## config.mk

```make
export PLATFORM = sky130hd
export DESIGN_NAME = vga_pattern_gen_flat
export DESIGN_NICKNAME = d
export VERILOG_FILES = /design/src/rtl/vga_pattern_gen_if.sv /design/src/rtl/vga_pattern_gen.sv /design/src/flat_wrapper.sv
export SDC_FILE = /design/constraint.sdc
export NUM_CORES = 1
export LEC_CHECK = 0
export ABC_CLOCK_PERIOD_IN_PS = 10800
export CELL_PAD_IN_SITES_DETAIL_PLACEMENT = 1
export CELL_PAD_IN_SITES_GLOBAL_PLACEMENT = 1
export CORE_ASPECT_RATIO = 0.5
export CORE_MARGIN = 2
export CORE_UTILIZATION = 38
export CTS_CLUSTER_DIAMETER = 100
export DETAILED_ROUTE_END_ITERATION = 8
export GPL_ROUTABILITY_DRIVEN = 1
export PLACE_DENSITY = 0.95
export SLEW_MARGIN = 20
export SYNTH_ARGS = -nofsm -noshare
export SYNTH_HDL_FRONTEND = slang
export SYNTH_SLANG_ARGS = --single-unit
```

## constraint.sdc

```tcl
create_clock -name clk -period 10.8 [get_ports clk]
set_clock_uncertainty 0.15 [all_clocks]
set_input_delay 2.16 -clock clk [delete_from_list [all_inputs] [get_ports clk]]
set_output_delay 2.16 -clock clk [all_outputs]
set_load 0.02 [all_outputs]
```

## src/rtl/vga_pattern_gen_if.sv

```systemverilog
// rtl/vga_pattern_gen_if.sv - pixel position/control inputs and colour outputs of the pattern generator
interface vga_pattern_gen_if #(
  parameter int CW = 2,
  parameter int HW = 11,
  parameter int VW = 10
);
  logic [HW-1:0] hcount;
  logic [VW-1:0] vcount;
  logic [1:0]    mode_sel;
  logic          scroll_en;
  logic [CW-1:0] r;
  logic [CW-1:0] g;
  logic [CW-1:0] b;
  logic          de;
  logic [1:0]    cur_mode;
  logic [7:0]    frame_cnt;

  modport master (
    output hcount, vcount, mode_sel, scroll_en,
    input  r, g, b, de, cur_mode, frame_cnt
  );

  modport slave (
    input  hcount, vcount, mode_sel, scroll_en,
    output r, g, b, de, cur_mode, frame_cnt
  );
endinterface

```

## src/rtl/vga_pattern_gen.sv

```systemverilog
// rtl/vga_pattern_gen.sv - registered VGA test-pattern generator with frame-synchronous mode/scroll
module vga_pattern_gen #(
  parameter int CW          = 2,
  parameter int HW          = 11,
  parameter int VW          = 10,
  parameter int H_ACTIVE    = 640,
  parameter int V_ACTIVE    = 480,
  parameter int BAND_SHIFT  = 5,
  parameter int BAR_SHIFT   = 7,
  parameter int CHECK_SHIFT = 4,
  parameter int GRAD_SHIFT  = 6,
  parameter int SCROLL_STEP = 1
) (
  input logic              clk,
  input logic              rst,
  vga_pattern_gen_if.slave bus
);
  localparam logic [31:0] N   = 32'(1) << CW;
  localparam logic [CW-1:0] MAX = '1;

  logic          fs;
  logic          active;
  logic [1:0]    mode_q, mode_eff;
  logic [7:0]    fcnt_q, fcnt_eff;
  logic [HW-1:0] off_q, off_eff, hs;
  logic [31:0]   band;
  logic [2:0]    idx;
  logic [CW-1:0] r_n, g_n, b_n;

  // On a frame-start cycle the pixel already uses the next frame's settings.
  always_comb begin
    fs       = (bus.hcount == '0) && (bus.vcount == '0);
    mode_eff = fs ? bus.mode_sel : mode_q;
    fcnt_eff = fs ? fcnt_q + 8'd1 : fcnt_q;
    off_eff  = (fs && bus.scroll_en) ? off_q + HW'(SCROLL_STEP) : off_q;
    active   = (bus.hcount < HW'(H_ACTIVE)) && (bus.vcount < VW'(V_ACTIVE));
    hs       = bus.hcount + off_eff;
    band     = 32'(bus.vcount >> BAND_SHIFT);
    idx      = 3'(hs >> BAR_SHIFT);
  end

  always_comb begin
    r_n = '0;
    g_n = '0;
    b_n = '0;
    if (active) begin
      case (mode_eff)
        2'd0: begin
          if (band < N)          r_n = CW'(band);
          else if (band < 2 * N) g_n = CW'(band - N);
          else if (band < 3 * N) b_n = CW'(band - 2 * N);
        end
        2'd1: begin
          r_n = idx[2] ? MAX : '0;
          g_n = idx[1] ? MAX : '0;
          b_n = idx[0] ? MAX : '0;
        end
        2'd2: begin
          if (!(hs[CHECK_SHIFT] ^ bus.vcount[CHECK_SHIFT])) begin
            r_n = MAX;
            g_n = MAX;
            b_n = MAX;
          end
        end
        2'd3: begin
          r_n = CW'(hs >> GRAD_SHIFT);
          g_n = CW'(bus.vcount >> GRAD_SHIFT);
          b_n = CW'(fcnt_eff);
        end
        default: begin
          r_n = '0;
          g_n = '0;
          b_n = '0;
        end
      endcase
    end
  end

  always_ff @(posedge clk) begin
    if (rst) begin
      mode_q <= '0;
      fcnt_q <= '0;
      off_q  <= '0;
      bus.r  <= '0;
      bus.g  <= '0;
      bus.b  <= '0;
      bus.de <= 1'b0;
    end else begin
      mode_q <= mode_eff;
      fcnt_q <= fcnt_eff;
      off_q  <= off_eff;
      bus.r  <= r_n;
      bus.g  <= g_n;
      bus.b  <= b_n;
      bus.de <= active;
    end
  end

  assign bus.cur_mode  = mode_q;
  assign bus.frame_cnt = fcnt_q;
endmodule

```

## src/flat_wrapper.sv

```systemverilog
// flat-port wrapper written by rule: the top's interface ports become plain ports
module vga_pattern_gen_flat 
#(
  parameter int CW          = 2,
  parameter int HW          = 11,
  parameter int VW          = 10,
  parameter int H_ACTIVE    = 640,
  parameter int V_ACTIVE    = 480,
  parameter int BAND_SHIFT  = 5,
  parameter int BAR_SHIFT   = 7,
  parameter int CHECK_SHIFT = 4,
  parameter int GRAD_SHIFT  = 6,
  parameter int SCROLL_STEP = 1
)
  (clk, rst, bus_hcount, bus_vcount, bus_mode_sel, bus_scroll_en, bus_r, bus_g, bus_b, bus_de, bus_cur_mode, bus_frame_cnt);
  vga_pattern_gen_if #(.CW(CW), .HW(HW), .VW(VW)) bus_i ();
  input logic clk;
  input logic rst;
  input wire logic [$bits(bus_i.hcount)-1:0] bus_hcount;
  input wire logic [$bits(bus_i.vcount)-1:0] bus_vcount;
  input wire logic [$bits(bus_i.mode_sel)-1:0] bus_mode_sel;
  input wire logic [$bits(bus_i.scroll_en)-1:0] bus_scroll_en;
  output wire logic [$bits(bus_i.r)-1:0] bus_r;
  output wire logic [$bits(bus_i.g)-1:0] bus_g;
  output wire logic [$bits(bus_i.b)-1:0] bus_b;
  output wire logic [$bits(bus_i.de)-1:0] bus_de;
  output wire logic [$bits(bus_i.cur_mode)-1:0] bus_cur_mode;
  output wire logic [$bits(bus_i.frame_cnt)-1:0] bus_frame_cnt;
  assign bus_i.hcount = bus_hcount;
  assign bus_i.vcount = bus_vcount;
  assign bus_i.mode_sel = bus_mode_sel;
  assign bus_i.scroll_en = bus_scroll_en;
  assign bus_r = bus_i.r;
  assign bus_g = bus_i.g;
  assign bus_b = bus_i.b;
  assign bus_de = bus_i.de;
  assign bus_cur_mode = bus_i.cur_mode;
  assign bus_frame_cnt = bus_i.frame_cnt;
  vga_pattern_gen #(.CW(CW), .HW(HW), .VW(VW), .H_ACTIVE(H_ACTIVE), .V_ACTIVE(V_ACTIVE), .BAND_SHIFT(BAND_SHIFT), .BAR_SHIFT(BAR_SHIFT), .CHECK_SHIFT(CHECK_SHIFT), .GRAD_SHIFT(GRAD_SHIFT), .SCROLL_STEP(SCROLL_STEP)) u_core (.clk(clk), .rst(rst), .bus(bus_i));
endmodule
```

==> reports/qor.yml, run 1 <==
layout-drive-gt1-share_pct: 5.28
detail_route.wl_per_cell_um: 17.2
min_period_over_period_pct: 63.4
gr-max-usage-layer: "met2"
crit_chain: "clkdlybuf4s50_1 > nor3_1 > nand4_1 > nor2_2 > nand2_1 > mux2_2 > ha_1 > nor3_1 > a2111oi_0 > or2_2 > o41a_1 > or4b_1 > o211ai_1"
cts_post_setup_buffers_inserted: 0
finalSetupViolCount: 0
ys.flop_type: "dfxtp_1"
pre_cts_slack_ps: 3760
netSwitchingFraction_pct: 25.3
p_sw_mw: 0.0467
numCtsBuffers: 3
maxSlewViolCount: 0
drt_iter0_markers: 76
clock_latency_ps: 270
worstSetupStartpointType: "primary input"
yosys.cell_types.count: 43
outcome: "completed"
cts.path.max_buffers: 2
critPathMaxStageDelay_ps: 570
irDropWorstVdd_mv: 0.0504
cts_tree: "yes"
tns_ps: 0
syn-instance-count: 204
syn_area_mm2: 0.00168
cts-root-buf: "clkbuf_8"
cts-hold-fix-buffers: 0
cp.required_ps: 10860
yosys_warnings: 0
endpoint: "u_core.bus.r[1]$_SDFF_PP0_"
start_util_pct: 38.9
cp_num_cells: 13
io_buffer_count: 42
fin_crit_ps: 6850
async_reset_ff_share_pct: 0
firstDrtPassIters: 4
rows: 17
r2r_slack_ps: 7230
grt_first_pass_wirelength_mm: 8.74
combinationalPowerShare_pct: 12.5
p_clk_share_pct: 33.5
fin_ws_ps: 3950
post-route-util_pct: 51.1
startpoint: "bus_vcount[8]"
rsz0062_at_grt: "false"
syn_area_per_cell_um2: 8.24
grt_usage_pct: 21.8
globalRoute.totalOverflow: 0
layout_common_cells: "42 x clkdlybuf4s50_1, 27 x dfxtp_1, 20 x nand2_1"
grt_max_degree: 22
path_clk_slew_ps: 110
gp_congestion: 0.854
diodes: 0
crit_top_cell: "nor3_1"
cts.sinks: 27
ant_nets: 0
post-place-cells: 299
path_class: "in -> reg"
cp_num_buf_inv: 1
chipWidth_um: 98.1
crit_path_top_delay_cell: "nor2_2"
area_delta_synth_final_pct: 31.2
fin_nets: 283
end_kind: "flip-flop"
r2r-start: "u_core.off_q[0]$_SDFF_PP0_"
p_int_mw: 0.138
gr-usage-met1_pct: 27.8
crit_fanout: 11
dr_total_vias: 1770
fin_cells: 303
drc: 0
synth-seq-cells: 27
crit_arrival_ps: 6910
seq_power_share_pct: 54.0
r2r_cells: 11
maxCapViolCount: 0
cts_max_level: 1
clock.fmax_mhz: 146
final_common_cell: "clkdlybuf4s50_1"
grt_util_met2_pct: 38.8
maxSlewHeadroom_pct: 45.1
rr_endpoint: "u_core.bus.b[0]$_SDFF_PP0_"
hold_class: "reg -> reg"
viasPerCell: 5.84
synth_fp_nets: 240
die_y_um: 51.0
synth_edf_count: 0
p_leak_nw: 0.823
grtUsageMet3_pct: 3.56
fillCellCount: 531
worstMarginPinSlew_ps: 803
crit_family: "simple AND/OR/NAND/NOR gates"
dp_hpwl_mm: 4.09
totalWireLength_mm: 5.20
ctsResizeCount: 0
antenna_found_initial: 0
fp.coreArea_mm2: 0.00432
power_density_mw_per_mm2: 83.7
hold_viol: 0
io-pin-count: 43
die-area_mm2: 0.00501
ys_seq_area_share_pct: 32.1
first_global_vias: 1797
## logic make-up after synthesis
family / count (synthesis) / share of synthesized area [%]
flip-flops: 27 / 32.1
AND/OR/NAND/NOR: 106 / 34.2
multiplexers: 2 / 1.26
XOR/XNOR: 18 / 9.37
AO/OA/AOI/OAI: 34 / 14.0
buffers and inverters: 7 / 1.64
adder cells (fa/ha/maj): 10 / 7.44
## registers in the layout, summed over array words and instances (netlist names)
name and count:
u_core.bus.r 2, u_core.bus.de 1, u_core.off_q 10, u_core.bus.g 2
u_core.bus.frame_cnt 8, u_core.bus.cur_mode 2, u_core.bus.b 2
## final cells by class
| class | instances | area [um^2] | share of cell area [%] |
|---|---|---|---|
| clock inverter | 1 | 7.51 | 0.340 |
| clock buffer | 3 | 41.3 | 1.87 |
| multi-input combinational | 170 | 1110 | 50.5 |
| tap | 57 | 71.3 | 3.23 |
| inverter | 3 | 11.3 | 0.510 |
| sequential | 27 | 541 | 24.5 |
| timing repair buffer | 42 | 420 | 19.1 |
## cells in the mapped netlist (all sizes together) (7+ instances only)
master / number / area (um^2)
dfxtp: 27 / 541
nand2: 20 / 75.1
nor2: 20 / 77.6
nand3: 16 / 80.1
xor2: 12 / 105
nor2b: 11 / 68.8
ha: 10 / 125
nand4: 8 / 50.1
a211oi: 7 / 52.6
nor3: 7 / 35.0
o21ai: 7 / 35.0
## power by group through the flow
| stage | Clock (mW) | Sequential [mW] | Combinational [mW] |
|---|---|---|---|
| 2_1_floorplan | 0 | 0.102 | 0.00752 |
| 3_3_place_gp | 0 | 0.102 | 0.0215 |
| 3_5_place_dp | 0 | 0.102 | 0.0224 |
| 4_1_cts | 0.0624 | 0.0998 | 0.0229 |
| 5_1_grt | 0.0657 | 0.0998 | 0.0249 |
| 6_report | 0.0619 | 0.0998 | 0.0230 |
## layer usage
layer | part of all wire (%) | up-vias | wire [um]
li1 | - | 845 | -
met1 | 42 | 857 | 2210
met2 | 50 | 58 | 2610
met3 | 5.1 | 10 | 266
met4 | 2.3 | 0 | 118
met5 | 0 | - | 0
## how the worst min path moves through the flow
stage,from,to,depth (start not counted)
5_1_grt,u_core.bus.cur_mode[1]$_SDFF_PP0_,u_core.bus.cur_mode[1]$_SDFF_PP0_,2
4_1_cts,u_core.bus.cur_mode[0]$_SDFF_PP0_,u_core.bus.cur_mode[0]$_SDFF_PP0_,2
3_5_place_dp,u_core.bus.frame_cnt[7]$_SDFFE_PP0N_,u_core.bus.frame_cnt[7]$_SDFFE_PP0N_,2
3_3_place_gp,u_core.bus.frame_cnt[7]$_SDFFE_PP0N_,u_core.bus.frame_cnt[7]$_SDFFE_PP0N_,2
2_1_floorplan,u_core.off_q[9]$_SDFF_PP0_,u_core.off_q[9]$_SDFF_PP0_,2
6_report,u_core.bus.cur_mode[0]$_SDFF_PP0_,u_core.bus.cur_mode[0]$_SDFF_PP0_,2
## per-stage QoR
step | power, mW | hold WS, ps | cell area [um^2]
5_1_grt | 0.190 | 439 | 2210
2_1_floorplan | 0.110 | 367 | 1680
4_1_cts | 0.185 | 410 | 2210
3_3_place_gp | 0.124 | 348 | 2160
6_report | 0.185 | 406 | 2210
3_5_place_dp | 0.124 | 393 | 2160
## worst register-to-register path, delay by kind of cell (launching register included)
kind | cells | cell delay (ps)
and+or+nand+nor | 4 | 770
DFF | 1 | 440
adders and majority gates | 2 | 560
AOI/OAI and AO/OA | 4 | 1350
xor gates and xnor gates | 1 | 170
No activity file was read; power rests on OpenSTA's default activity.
==> run 2: changes to the inputs <==
--- a/config.mk
+++ b/config.mk
@@ -5,16 +5,16 @@
 export SDC_FILE = /design/constraint.sdc
 export NUM_CORES = 1
 export LEC_CHECK = 0
-export ABC_CLOCK_PERIOD_IN_PS = 10800
+export ABC_CLOCK_PERIOD_IN_PS = 5800
 export CELL_PAD_IN_SITES_DETAIL_PLACEMENT = 1
 export CELL_PAD_IN_SITES_GLOBAL_PLACEMENT = 1
 export CORE_ASPECT_RATIO = 0.5
 export CORE_MARGIN = 2
-export CORE_UTILIZATION = 38
+export CORE_UTILIZATION = 32
 export CTS_CLUSTER_DIAMETER = 100
 export DETAILED_ROUTE_END_ITERATION = 8
 export GPL_ROUTABILITY_DRIVEN = 1
-export PLACE_DENSITY = 0.95
+export PLACE_DENSITY = 0.87
 export SLEW_MARGIN = 20
 export SYNTH_ARGS = -nofsm -noshare
 export SYNTH_HDL_FRONTEND = slang
==> constraint.sdc (replaced) <==
create_clock -name clk -period 5.8 [get_ports clk]
set_clock_uncertainty 0.15 [all_clocks]
set_input_delay 1.16 -clock clk [delete_from_list [all_inputs] [get_ports clk]]
set_output_delay 1.16 -clock clk [all_outputs]
set_load 0.02 [all_outputs]
==> run 2 against run 1 <==
Critical endpoint is now u_core.bus.b[0]$_SDFF_PP0_. Highest routed layer unchanged. Sequential share of layout area decreased by 0.34 points. Worst setup slack got worse by 3600 ps. Sequential cell count unchanged. Register-to-register slack got worse by 5100 ps. Cell count increased by 5.0%.
==> reports/qor.yml, run 2 (synthesized netlist as in run 1, its figures left out) <==
dp_hpwl_mm: 4.26  # +4.3%
fin_cells: 318  # +5.0%
cts-root-buf: "clkbuf_8"
place_area_mm2: 0.00219  # +1.5%
hold_class: "reg -> reg"
crit_arrival_ps: 5470  # -1440 ps
final_common_cell: "clkdlybuf4s50_1"
min_path_cells: 2  # unchanged
grt_util_met2_pct: 33.6  # -5.2 points
totalWireLength_mm: 5.33  # +2.4%
fin_crit_ps: 5470
dr_total_vias: 1746  # -1.4%
chipWidth_um: 107  # +8.6%
ctsResizeCount: 0  # unchanged
r2r-start: "u_core.off_q[0]$_SDFF_PP0_"
whs_ps: 407  # +1.76 ps
drt_iter0_markers: 54  # -29%
rr_endpoint: "u_core.bus.b[0]$_SDFF_PP0_"
ant_nets: 0  # unchanged
diodes: 0  # unchanged
largest_reg_flops: 10  # unchanged
rows: 18  # +1
layout_common_cells: "42 x clkdlybuf4s50_1, 27 x dfxtp_1, 20 x nand2_1"
clock_latency_ps: 280  # about the same
crit_fanout: 9  # -2
fin_nets: 285  # +0.71%
rsz0062_at_grt: "false"
clock.fmax_mhz: 183
min_period_over_period_pct: 94.3
cts_tree: "yes"
firstDrtPassIters: 4  # unchanged
irDropWorstVdd_mv: 0.0861  # +71%
die-area_mm2: 0.00589  # +18%
post-route-util_pct: 44.7  # -6.3 points
cts.sinks: 27  # unchanged
first_global_vias: 1793  # -0.22%
cp.required_ps: 5800  # -5060 ps
p_leak_nw: 0.832  # +1.2%
r2r_slack_ps: 2140  # -5090 ps
numCtsBuffers: 3  # unchanged
outcome: "completed"
maxSlewViolCount: 0  # unchanged
grt_first_pass_wirelength_mm: 8.94  # +2.4%
end_kind: "flip-flop"
maxCapViolCount: 0  # unchanged
fin_area_mm2: 0.00224  # +1.4%
drc: 0  # unchanged
gr-usage-met1_pct: 24.4  # -3.4 points
globalRoute.totalOverflow: 0  # unchanged
worstSetupStartpointType: "primary input"
r2r_cells: 11  # unchanged
fillCellCount: 611  # +15%
gr-max-usage-layer: "met2"
path_class: "in -> reg"
cts_post_setup_buffers_inserted: 0  # unchanged
detail_route.wl_per_cell_um: 16.8  # -2.4%
grt_max_degree: 22  # unchanged
power_density_mw_per_mm2: 153  # +83%
finalSetupViolCount: 0  # unchanged
largest_register: "u_core.off_q"
grt_usage_pct: 18.9  # -2.9 points
cts_max_level: 1  # unchanged
fp.coreArea_mm2: 0.00500  # +16%
gp_congestion: 0.898  # +5.2%
tns_ps: 0  # unchanged
die_y_um: 55.3  # +8.3%
maxSlewHeadroom_pct: 39.5  # -5.6 points
cts-hold-fix-buffers: 0  # unchanged
antenna_found_initial: 0  # unchanged
path_clk_slew_ps: 100  # about the same
hold_viol: 0  # unchanged
start_util_pct: 33.6  # -5.3 points
layout-drive-gt1-share_pct: 6.05  # +0.76 points
post-place-cells: 314  # +5.0%
area_delta_synth_final_pct: 33.0
hold_end: "u_core.bus.frame_cnt[7]$_SDFFE_PP0N_"
cts.path.max_buffers: 2  # unchanged
io-pin-count: 43  # unchanged
viasPerCell: 5.49  # -6.0%
hp-start: "u_core.bus.frame_cnt[7]$_SDFFE_PP0N_"
grtUsageMet3_pct: 3.07  # -0.49 points
io_buffer_count: 42  # unchanged
worstMarginPinSlew_ps: 885  # +82.3 ps
==> run 2: worst max-delay path, cell delays in order <==
cell,delay (ps)
clkdlybuf4s50_1,500
or4_4,570
or2_2,390
nor4_1,530
nand3_1,170
xnor2_1,170
ha_1,350
nand3_1,90
a2111oi_0,710
o31a_1,270
nor2_1,80
a211oi_1,340
a221oi_1,130
==> run 2: power breakdown <==
part	internal (mW)	total, mW	switching [mW]
logic	0.0222	0.0429	0.0206
clock network	0.0489	0.114	0.0646
registers	0.186	0.186	0.0000910
==> run 2: cell type report <==
cell class	count	area (um^2)	area share, %
Clock inverter	1	7.51	0.336
Inverter	3	11.3	0.503
Timing Repair Buffer	44	435	19.5
Clock buffer	3	41.3	1.85
Tap cell	70	87.6	3.91
Sequential cell	27	541	24.2
Multi-Input combinational cell	170	1110	49.8
==> run 2: stage by stage <==
stage / power [mW] / setup WS, ps
after floorplan: 0.205 / 1000
after global placement: 0.231 / 359
after detailed placement: 0.232 / 77.7
after CTS: 0.345 / 386
after global routing: 0.356 / 18.2
final: 0.342 / 329
==> run 2: routing by layer <==
metal  vias up  wire length [um]  share of wire (%)
met3         5               166                3.1
met1       863              2450                 46
li1        844                 -                  -
met5         -                 0                  0
met4         0                38               0.71
met2        34              2670                 50
==> run 2: worst max path at each step <==
stage	from	end	slack, ps	cells past startpoint
2_1_floorplan	bus_hcount[6]	u_core.bus.r[1]$_SDFF_PP0_	1000	13
3_3_place_gp	bus_hcount[9]	u_core.bus.b[0]$_SDFF_PP0_	360	13
3_5_place_dp	bus_hcount[9]	u_core.bus.b[0]$_SDFF_PP0_	80	13
4_1_cts	bus_hcount[9]	u_core.bus.b[0]$_SDFF_PP0_	390	13
5_1_grt	bus_hcount[9]	u_core.bus.b[0]$_SDFF_PP0_	20	13
6_report	bus_hcount[9]	u_core.bus.b[0]$_SDFF_PP0_	330	13
